`src/rtl/demux1x4_stream.sv`:
```
// demux1x4_stream: routes one N-bit input stream to one of four output channels.
// Each channel has a one-word registered slot with a valid/ready handshake, so a
// stalled consumer only blocks words addressed to its own channel. Each channel
// also counts the words it has delivered.
module demux1x4_stream #(
  parameter int N  = 8,
  parameter int CW = 8
) (
  input  logic          clk,
  input  logic          rst_n,
  input  logic [N-1:0]  in_data,
  input  logic [1:0]    in_sel,
  input  logic          in_valid,
  output logic          in_ready,
  output logic [N-1:0]  out0,
  output logic [N-1:0]  out1,
  output logic [N-1:0]  out2,
  output logic [N-1:0]  out3,
  output logic [3:0]    out_valid,
  input  logic [3:0]    out_ready,
  output logic [CW-1:0] cnt0,
  output logic [CW-1:0] cnt1,
  output logic [CW-1:0] cnt2,
  output logic [CW-1:0] cnt3,
  output logic          busy
);

  typedef enum logic {
    SLOT_EMPTY = 1'b0,
    SLOT_FULL  = 1'b1
  } slot_state_e;

  slot_state_e   slotState_q [4];
  slot_state_e   slotState_d [4];
  logic [N-1:0]  slotData_q  [4];
  logic [N-1:0]  slotData_d  [4];
  logic [CW-1:0] delivCnt_q  [4];
  logic [CW-1:0] delivCnt_d  [4];
  logic          accept;

  // A slot presents valid data exactly when it is FULL.
  always_comb begin
    out_valid = '0;
    for (int k = 0; k < 4; k++) begin
      out_valid[k] = (slotState_q[k] == SLOT_FULL);
    end
  end

  // The selected slot can take a word if it is empty or is being drained this cycle.
  assign in_ready = !out_valid[in_sel] | out_ready[in_sel];
  assign accept   = in_valid & in_ready;

  // Per-slot next state: a load wins over a drain so back-to-back streaming keeps the slot FULL.
  always_comb begin
    for (int k = 0; k < 4; k++) begin
      slotState_d[k] = slotState_q[k];
      slotData_d[k]  = slotData_q[k];
      delivCnt_d[k]  = delivCnt_q[k];
      if (out_valid[k] && out_ready[k]) begin
        delivCnt_d[k] = delivCnt_q[k] + CW'(1);
      end
      case (slotState_q[k])
        SLOT_EMPTY: begin
          if (accept && (in_sel == 2'(k))) begin
            slotState_d[k] = SLOT_FULL;
            slotData_d[k]  = in_data;
          end
        end
        SLOT_FULL: begin
          if (accept && (in_sel == 2'(k))) begin
            slotState_d[k] = SLOT_FULL;
            slotData_d[k]  = in_data;
          end else if (out_ready[k]) begin
            slotState_d[k] = SLOT_EMPTY;
          end
        end
        default: slotState_d[k] = SLOT_EMPTY;
      endcase
    end
  end

  // Slot state, data and counters; reset discards any pending words immediately.
  always_ff @(posedge clk or negedge rst_n) begin
    if (!rst_n) begin
      for (int k = 0; k < 4; k++) begin
        slotState_q[k] <= SLOT_EMPTY;
        slotData_q[k]  <= '0;
        delivCnt_q[k]  <= '0;
      end
    end else begin
      for (int k = 0; k < 4; k++) begin
        slotState_q[k] <= slotState_d[k];
        slotData_q[k]  <= slotData_d[k];
        delivCnt_q[k]  <= delivCnt_d[k];
      end
    end
  end

  assign out0 = slotData_q[0];
  assign out1 = slotData_q[1];
  assign out2 = slotData_q[2];
  assign out3 = slotData_q[3];
  assign cnt0 = delivCnt_q[0];
  assign cnt1 = delivCnt_q[1];
  assign cnt2 = delivCnt_q[2];
  assign cnt3 = delivCnt_q[3];
  assign busy = |out_valid;

endmodule

```
`config.mk`:
```
export PLATFORM = sky130hd
export DESIGN_NAME = demux1x4_stream
export DESIGN_NICKNAME = d
export VERILOG_FILES = /design/src/rtl/demux1x4_stream.sv
export SDC_FILE = /design/constraint.sdc
export NUM_CORES = 1
export LEC_CHECK = 0
export BUFFER_PORTS_ARGS = -buffer_cell sky130_fd_sc_hd__buf_2
export CAP_MARGIN = 5
export CELL_PAD_IN_SITES_DETAIL_PLACEMENT = 0
export CELL_PAD_IN_SITES_GLOBAL_PLACEMENT = 1
export CORE_ASPECT_RATIO = 0.75
export CORE_UTILIZATION = 35
export CTS_CLUSTER_SIZE = 40
export DETAILED_ROUTE_END_ITERATION = 12
export PLACE_DENSITY = 0.76
export SETUP_SLACK_MARGIN = 0.5
export SYNTH_ARGS = -nofsm -noshare
export SYNTH_HDL_FRONTEND = slang
export SYNTH_SLANG_ARGS = --single-unit
```
`constraint.sdc`:
```
create_clock -name clk -period 2.35 [get_ports clk]
set_input_delay 0.3525 -clock clk [delete_from_list [all_inputs] [get_ports clk]]
set_output_delay 0.3525 -clock clk [all_outputs]
set_load 0.1 [all_outputs]
```
; ---- Word-level counts from Yosys, hierarchy flattened
; Cells that the tools add are included.
[totals]
input_bits = 17
out_inout_bits = 70
regBits = 68
[classes]
n_bitwise = 6
reduce_logical = 11
eq_ne = 3
n_mux = 24
n_lt_le_gt_ge = 1
n_addsub = 4
[op_table]
columns = op, count
row1 = $add A8 B1 Y8 const B, 4
row2 = $mux W8, 4
row3 = $mux W1, 14
row4 = $logic_and A1 B1 Y1, 8
row5 = $pmux W1 S2, 4
row6 = $bmux W1 S2, 2
row7 = $eq A2 B2 Y1 const B, 2
row8 = $not A1 Y1, 4
row9 = $reduce_or A4 Y1, 1
row10 = $lt A2 B3 Y1 const B, 1
row11 = $eq A2 B1 Y1 const B, 1
row12 = $logic_not A2 Y1, 1
row13 = $and A1 B1 Y1, 1
row14 = $logic_not A1 Y1, 1
row15 = $or A1 B1 Y1, 1

; ---- Depth between registers and ports, before layout
; Gate-level depths: netlist of run 1.
[logic_depth]
ltp_word = 8
depth_mapped = 4

; ---- Least setup slack after synthesis of run 1
; No wires, ideal clock.
[synth_timing]
kind = reg-to-output
from = register slotState_q, in the netlist out_valid[2]
to = output in_ready
slack_ns = -0.098
stages_incl_launch_ff = 3
t_arrival_ns = 2.096
required_ns = 1.997
path_cell_list = dfrtp_1 nand2b_1 mux4_1
[synth_between]
elab_chain_len = 4
[synth_rtl]
columns = item, line_no
row1 = "start, declared", 33  ; slot_state_e slotState_q [4];
row2 = "start signal, assigned by index", 92  ; slotState_q[k] <= slotState_d[k];
row3 = $bmux W1 S2, 50  ; assign in_ready = !out_valid[in_sel] | out_ready[in_sel];
row4 = $mux W1 (implied by the code), 50
row5 = $logic_not A1 Y1, 50
row6 = $or A1 B1 Y1, 50
row7 = "end, declared", 14  ; output logic in_ready,
; No other way between the ends. The select of a mux whose other input is x is not followed.

; ---- Worst setup path in the final report of run 1
[layout_timing]
from = register slotState_q, in the netlist out_valid[0]
to = output busy
[layout_between]
elab_chain_len = 1
[layout_rtl]
columns = item, line_no
row1 = $reduce_or A4 Y1, 107  ; assign busy = |out_valid;
row2 = "end, declared", 25  ; output logic busy
; No other way between the ends.

==> impl_metrics.py, run 1 <==
metrics = {
    "routing": {
        "drtAntennaViolNets": 0,
        "top_layer": "met4",
        "route.met3.wl_um": 458,
        "drc_errors": 0,
        "viasPerCell": 4.62,
        "route.met2.wl_um": 2450,
        "firstDrtPassIters": 4,
        "drt-initial-drc-count": 43,
        "met1_length_um": 2780,
        "via_count": 1916,
        "wl_per_cell_um": 13.8,
        "totalWireLength_um": 5720,
    },
    "worst_setup_path": {
        "crit_path_max_fanout": 3,
        "cp-start-kind": "register",
        "endpoint_kind": "primary output",
        "max_stage_delay_ps": 550,
        "r2r_setup_slack_ps": 760,
        "crit_path_cell_trace": "or4_4 > buf_8",
        "cp.required_ps": 2000,
        "cp.arrival_ps": 1490,
        "path_class": "reg2out",
        "crit_slowest_cell": "or4_4",
    },
    "finish": {
        "drive_gt1_share_pct": 51.9,
        "nets": 331,
        "layout_commonest_cell": "buf_2",
        "fin_util_pct": 49.0,
        "mostFrequentLayoutCells": "buf_2, dfrtp_1, mux2_2",
        "finalNonFillerCells": 415,
        "seq_area_mm2": 0.00171,
        "antenna_cells": 0,
        "fillCellCount": 716,
        "multi_input_comb_area_mm2": 0.00109,
        "syn2layout_area_growth_pct": 32.8,
    },
    "timing": {
        "rsz0062_at_grt": "true",
        "tns_ps": 0,
        "relSlewSlack_pct": 64.4,
        "skew_ps": 6.75,
        "finalSetupViolations": 0,
        "worst_pin_slew_ps": 534,
        "layout_min_cycle_time_ps": 1840,
        "period_share_pct": 78.4,
        "max_freq_mhz": 543,
        "slew_viol_final": 0,
        "final_hold_viol_count": 0,
    },
    "cts": {
        "cts-root-buf": "clkbuf_8",
        "insertion_delay_ps": 330,
        "cts_tree": "done",
        "clk_pin_slew_worst_paths_ps": 70,
        "htree_levels": 3,
        "cts_buffer_depth": 2,
        "numCtsBuffers": 9,
        "cts_sinks": 68,
    },
    "grt": {
        "grt_start_max_net_pins": 29,
        "grt_pass1_vias": 1876,
        "grt_pass1_wl_um": 9520,
        "antenna_found_initial": 0,
        "grt-ovfl-total": 0,
        "grt_util_all_layers_pct": 14.9,
    },
    "placement": {
        "place_congestion": 0.768,
        "hpwl_um": 4050,
        "portBuffers": 86,
        "placed_cells": 390,
    },
    "synth": {
        "synthesis.area_per_instance_um2": 13.8,
        "synth_nets": 223,
        "yosys_warnings": 0,
        "ys_seq_area_share_pct": 61.2,
        "ys_seq_elements": 68,
        "synthCells": 202,
        "syn-cell-area_mm2": 0.00278,
        "synth_cell_types": 25,
    },
    "floorplanning": {
        "initial_core_util_pct": 36.9,
        "dieArea_mm2": 0.00831,
        "die_h_um": 79.2,
        "core_area_mm2": 0.00753,
        "io_pins": 87,
        "dieWidth_um": 105,
        "rows": 27,
    },
    "status": {
        "outcome": "completed",
    },
    "job": {
        "drv_cap": 0,
    },
    "worst_hold_path": {
        "hold_class": "in2reg",
    },
}
## layer usage
metal	up-vias	global-route usage (%)
met2	62	21.5
met1	932	20.3
met3	4	6.65
met4	0	4.23
li1	918	-
met5	-	0
## stage by stage
stage / hold WS [ps] / worst slack (ps) / cell area, µm²
4_1_cts: 273 / 491 / 3670
2_1_floorplan: 56.9 / 408 / 2790
5_1_grt: 275 / 466 / 3690
3_3_place_gp: 306 / 566 / 3360
3_5_place_dp: 311 / 564 / 3360
6_report: 291 / 507 / 3690
## registers in the layout, summed over array words and instances (netlist names)
| signal | count |
|---|---|
| cnt1 | 8 |
| cnt3 | 8 |
| out3 | 8 |
| cnt0 | 8 |
| out2 | 8 |
| out0 | 8 |
| out1 | 8 |
| cnt2 | 8 |
| out_valid | 4 |
## cells by family (layout without fill, tap and decap cells)
group,count (synthesis),count (layout),share of synthesized area (%)
compound gates,2,2,0.360
xor+xnor,28,28,8.81
fa+ha+maj,4,4,1.80
buf+inv,2,114,0.314
flops,68,68,61.2
mux,37,37,15.5
simple gates,61,61,12.1
## Yosys cell counts (all sizes together)
cell type,n,area share [%]
nand2b,4,0.90
nand4,6,1.3
and3,3,0.67
nand2,23,3.5
buf,1,0.18
nor2b,1,0.22
mux4,1,0.94
or4,1,0.27
mux2,36,15
nand3,6,1.1
xor2,13,4.1
xnor2,15,4.7
dfrtp,68,61
nor2,6,0.81
nor4,1,0.22
nor3,5,0.90
o21ai,2,0.36
nor3b,3,1.6
ha,4,1.8
and2,1,0.22
and4,1,0.31
clkbuf,1,0.13
## worst max-delay path: cells and delay by family (launching register included)
family	cells	cell delay [ps]
and+or+nand+nor	1	550
DFF	1	430
buffers and inverters	1	190
## timing repair
action,4_1_cts,5_1_grt
resized for setup,9,1
setup buffers,7,2
hold buffers,1,0
setup endpoints to repair,2,2
endpoints found under the hold margin,16,0
## path summary, 6_finish.rpt
kind | from | end | cells after the start
max | out_valid[0] | busy | 2
min | in_data[3] | out1[3] | 2
max reg2reg | out_valid[1] | out1[0] | 4
min reg2reg | cnt2[7] | cnt2[7] | 1
max in group asynchronous | rst_n | out2[4] | 3
min in group asynchronous | rst_n | cnt0[6] | 2
## area by class of cell
class,count,area share [%]
repair buffers,99,15.0
clock inverters,3,1.22
well taps,101,3.42
clock buffers,12,4.47
flip-flops and latches,68,46.2
multi-input cells,132,29.6
Power of run 1 is left out: the tool's default activity adds up to more than one toggle a clock period on the data nets, which glitch-free logic cannot reach.
==> run 2, diff against run 1 <==
==> constraint.sdc (replaced) <==
create_clock -name clk -period 1.8 [get_ports clk]
set_input_delay 0.27 -clock clk [delete_from_list [all_inputs] [get_ports clk]]
set_output_delay 0.27 -clock clk [all_outputs]
set_load 0.1 [all_outputs]
==> run 2 against run 1 <==
  * Critical endpoint unchanged
  * Register-to-register slack worse by 360 ps
  * Final area is 29% higher
  * Cell count is 5.3% higher
  * The flow now finishes with violations (negative setup slack)
  * Clock-buffer cell count is 2 higher
  * Sequential share of layout area is 8.6 points lower
  * Flip-flop and latch count stayed put
  * Non-clock buffer count is 20 higher
  * Critical path depth stayed put
  * Critical path type unchanged
  * Hold slack worse by 76 ps
  * First-iteration DRC count is 19% lower
  * Highest routed layer unchanged
  * Clock skew is 0.68 ps higher
==> impl_metrics.py, run 2 (synthesized netlist as in run 1, its figures left out) <==
metrics = {
    "cts": {
        "cts-root-buf": "clkbuf_8",
        "cts_sinks": 68,
        "cts_buffer_depth": 2,
        "htree_levels": 3,
        "numCtsBuffers": 9,
        "clk_pin_slew_worst_paths_ps": 70,
        "cts_tree": "done",
        "insertion_delay_ps": 330,
    },
    "finish": {
        "layout_commonest_cell": "buf_6",
        "finalNonFillerCells": 437,
        "nets": 351,
        "fin_area_mm2": 0.00477,
        "mostFrequentLayoutCells": "buf_6, dfrtp_1, buf_4",
        "seq_area_mm2": 0.00180,
        "multi_input_comb_area_mm2": 0.00136,
        "drive_gt1_share_pct": 68.1,
        "fin_util_pct": 63.3,
        "fillCellCount": 580,
        "syn2layout_area_growth_pct": 71.4,
    },
    "grt": {
        "grt_util_all_layers_pct": 17.2,
        "antenna_found_initial": 1,
        "grt-ovfl-total": 0,
        "grt_pass1_vias": 2098,
        "grt_pass1_wl_um": 10900,
        "grt_start_max_net_pins": 69,
    },
    "worst_setup_path": {
        "cp.arrival_ps": 1560,
        "path_class": "reg2out",
        "cp.required_ps": 1530,
        "cp-start-kind": "register",
        "endpoint_kind": "primary output",
        "crit_path_max_fanout": 4,
    },
    "power": {
        "p_per_area_mw_per_mm2": 1800,
        "leakage_uw": 0.00222,
        "irDropWorstVdd_mv": 0.894,
    },
    "routing": {
        "viasPerCell": 4.63,
        "via_count": 2024,
        "totalWireLength_um": 6700,
        "wl_per_cell_um": 15.3,
        "drc_errors": 0,
        "drt-initial-drc-count": 35,
        "firstDrtPassIters": 4,
        "drtAntennaViolNets": 0,
    },
    "worst_hold_path": {
        "hold_class": "in2reg",
    },
    "timing": {
        "finalSetupViolations": 2,
        "slew_viol_final": 0,
        "layout_min_cycle_time_ps": 1830,
        "period_share_pct": 102,
        "skew_ps": 7.44,
        "rsz0062_at_grt": "true",
        "worst_pin_slew_ps": 491,
        "relSlewSlack_pct": 67.5,
        "setup_slack_ps": -27.0,
        "max_freq_mhz": 547,
        "tns_ps": -29.9,
        "final_hold_viol_count": 0,
    },
    "status": {
        "violations": "negative setup slack",
        "outcome": "complete, but fails checks",
    },
    "placement": {
        "placed_cells": 391,
        "hpwl_um": 4120,
        "portBuffers": 86,
        "place_area_mm2": 0.00366,
        "place_congestion": 0.748,
    },
    "floorplanning": {
        "dieArea_mm2": 0.00831,
        "core_area_mm2": 0.00753,
        "initial_core_util_pct": 36.9,
        "die_h_um": 79.2,
        "rows": 27,
        "io_pins": 87,
        "dieWidth_um": 105,
    },
    "job": {
        "drv_cap": 0,
    },
}
==> run 2: what timing repair did <==
item | CTS | global route
buffers inserted | 23 | 5
hold endpoints to repair | 68 | 0
endpoints found under the setup margin | 94 | 75
gates cloned | 0 | 0
resized for setup | 157 | 40
hold buffers | 1 | 0
pin swaps | 5 | 5
==> run 2: stage by stage <==
step	setup slack, ps	hold slack, ps	power (µW)
6_report	-27.0	215	8590
3_5_place_dp	180	328	6120
3_3_place_gp	179	324	6080
2_1_floorplan	45.1	-25.6	5500
4_1_cts	-59.3	191	8500
5_1_grt	-70.1	196	8900
==> run 2: final cells by class <==
cell class                      count  area share, %
Sequential cell                    68           37.7
Multi-Input combinational cell    132           28.5
Timing Repair Buffer              119           27.2
Clock buffer                       14           3.20
Tap cell                          101           2.65
Clock inverter                      2          0.735
Antenna cell                        1         0.0525
==> run 2: worst paths after layout <==
check / startpoint / endpoint / slack (ps) / cells past startpoint
worst max-delay path: out_valid[1] / busy / -30 / 2
worst min-delay path: in_data[5] / out1[5] / 220 / 2
worst max register to register: out_valid[1] / out1[2] / 400 / 4
worst min register to register: cnt3[6] / cnt3[6] / 490 / 1
max in group asynchronous: rst_n / cnt2[2] / 970 / 3
min in group asynchronous: rst_n / cnt2[4] / 480 / 3
==> run 2: critical path: stages (launching register included) <==
cell and delay, ps:
dfrtp_4 500, or4_4 540, buf_12 180
==> run 2: per-layer routing <==
metal / global-route usage [%] / vias up / share of wire, %
met3: 6.08 / 12 / 6.4
met5: 0 / - / 0
met1: 22.8 / 991 / 45
met2: 26.3 / 69 / 46
li1: - / 952 / -
met4: 5.49 / 0 / 2.0
==> run 2: where the power goes <==
part           internal, µW  total (µW)  switching (µW)
Sequential             2000        2360             357
Combinational          1690        5010            3310
Clock                   679        1230             548
Total                  4370        8590            4220
Note: power is estimated with default switching activity, not from simulation.
==> run 3, diff against run 2 <==
==> constraint.sdc (replaced) <==
create_clock -name clk -period 2.15 [get_ports clk]
set_input_delay 0.3225 -clock clk [delete_from_list [all_inputs] [get_ports clk]]
set_output_delay 0.3225 -clock clk [all_outputs]
set_load 0.1 [all_outputs]
==> run 3 against run 2 <==
  * The flow finishes with violations (negative hold slack)
  * Flip-flop and latch count stayed put
  * Core utilization decreased by 14 points
  * Final area fell by 21%
  * Clock skew about the same
  * Non-clock buffer count fell by 26
  * Via count decreased by 7.0%
  * Critical path type unchanged
  * Clock-buffer cell count decreased by 2
  * Hold slack lost 220 ps
  * Sequential share of layout area increased by 8.7 points
  * Die area unchanged
  * Worst setup slack improved by 280 ps
  * Critical path depth unchanged
==> impl_metrics.py, run 3 (synthesized netlist as in run 1, its figures left out) <==
metrics = {
    "worst_setup_path": {
        "max_stage_delay_ps": 550,
        "r2r_end": "out2[2]",
        "crit_slowest_cell": "or4_4",
        "crit_path_cell_trace": "or4_4 > buf_12",
        "cp.required_ps": 1830,
        "reg2reg_from": "out_valid[2]",
        "cp.arrival_ps": 1570,
        "cp-start-kind": "register",
        "cpLargestDelayFamily": "simple AND/OR/NAND/NOR gates",
        "endpoint_kind": "primary output",
        "crit_path_max_fanout": 3,
        "path_class": "reg2out",
        "cp_num_buf_inv": 1,
        "r2r_cells": 4,
        "r2r_setup_slack_ps": 740,
    },
    "floorplanning": {
        "core_area_mm2": 0.00753,
        "io_pins": 87,
        "dieWidth_um": 105,
        "rows": 27,
        "die_h_um": 79.2,
        "dieArea_mm2": 0.00831,
        "initial_core_util_pct": 36.9,
    },
    "grt": {
        "grt_pass1_vias": 1927,
        "grt_util_all_layers_pct": 15.6,
        "grt_pass1_wl_um": 9670,
        "grt_start_max_net_pins": 69,
        "grt-ovfl-total": 0,
        "antenna_found_initial": 0,
    },
    "finish": {
        "nets": 325,
        "fin_util_pct": 49.7,
        "mostFrequentLayoutCells": "buf_2, dfrtp_1, mux2_2",
        "drive_gt1_share_pct": 56.3,
        "fillCellCount": 706,
        "antenna_cells": 0,
        "layout_commonest_cell": "buf_2",
        "syn2layout_area_growth_pct": 34.6,
    },
    "cts": {
        "clk_pin_slew_worst_paths_ps": 70,
        "htree_levels": 3,
        "cts_hold_buf": 0,
        "cts_tree": "done",
        "cts-root-buf": "clkbuf_8",
        "numCtsBuffers": 9,
        "insertion_delay_ps": 340,
        "cts_sinks": 68,
        "cts_buffer_depth": 2,
    },
    "timing": {
        "relSlewSlack_pct": 66.6,
        "finalSetupViolations": 0,
        "tns_ps": 0,
        "max_freq_mhz": 527,
        "layout_min_cycle_time_ps": 1900,
        "fin_hold_ws_ps": -0.946,
        "skew_ps": 7.30,
        "setup_slack_ps": 254,
        "worst_pin_slew_ps": 504,
        "final_hold_viol_count": 2,
        "period_share_pct": 88.2,
        "rsz0062_at_grt": "true",
        "slew_viol_final": 0,
    },
    "placement": {
        "hpwl_um": 4050,
        "place_congestion": 0.742,
        "portBuffers": 86,
        "post-place-ws_ps": 397,
    },
    "status": {
        "outcome": "complete, but fails checks",
        "violations": "negative hold slack",
    },
    "job": {
        "drv_cap": 0,
    },
    "routing": {
        "drt-initial-drc-count": 40,
        "firstDrtPassIters": 4,
        "drc_errors": 0,
        "wl_per_cell_um": 14.2,
        "viasPerCell": 4.59,
        "via_count": 1883,
        "totalWireLength_um": 5820,
        "drtAntennaViolNets": 0,
    },
    "worst_hold_path": {
        "hold_class": "in2async",
    },
}
## run 3: cell count changes in the layout (fill, tap and decap cells not counted), moves of 5 or more
cell     change
buf_2       +64
buf_6       -42
buf_4       -32
mux2_2      +25
mux2_4      -25
buf_12      -18
dfrtp_4     -18
dfrtp_1     +11
dfrtp_2      +7
nand2_1      +5
nand2_4      -5
## run 3: how the worst max path moves through the flow
stage / startpoint / end / slack [ps] / cells after the start
after floorplan: out_valid[3] / in_ready / 340 / 2
after global placement: out_ready[3] / in_ready / 430 / 4
after detailed placement: out_ready[3] / in_ready / 400 / 4
after CTS: out_valid[1] / busy / 230 / 2
after global routing: out_valid[3] / busy / 200 / 2
final: out_valid[3] / busy / 250 / 2
## run 3: area by class of cell
cell class / count / area [µm²] / share of cell area (%)
Sequential cell: 68 / 1740 / 46.4
Tap cell: 101 / 126 / 3.37
Clock inverter: 4 / 72.6 / 1.94
Clock buffer: 12 / 155 / 4.14
Timing Repair Buffer: 93 / 558 / 14.9
Multi-Input combinational cell: 132 / 1090 / 29.2
## run 3: timing repair
action	in CTS	in global routing
endpoints found under the hold margin	0	0
setup buffers	4	1
endpoints found under the setup margin	10	13
gates cloned	0	0
resized for setup	9	5
pin swaps	1	1
## run 3: layer usage
metal | global-route usage (%) | share of wire (%) | vias to the layer above
met1 | 19.9 | 46 | 907
met3 | 7.55 | 8.8 | 4
met4 | 5.49 | 0.58 | 0
li1 | - | - | 903
met2 | 22.9 | 44 | 69
met5 | 0 | 0 | -
## run 3: stage by stage
step	cells	area (µm²)
floorplan	202	2820
global placement	389	3390
detailed placement	389	3390
CTS	409	3700
global route	410	3740
finish	410	3740
Power of run 3 is left out for the same reason.
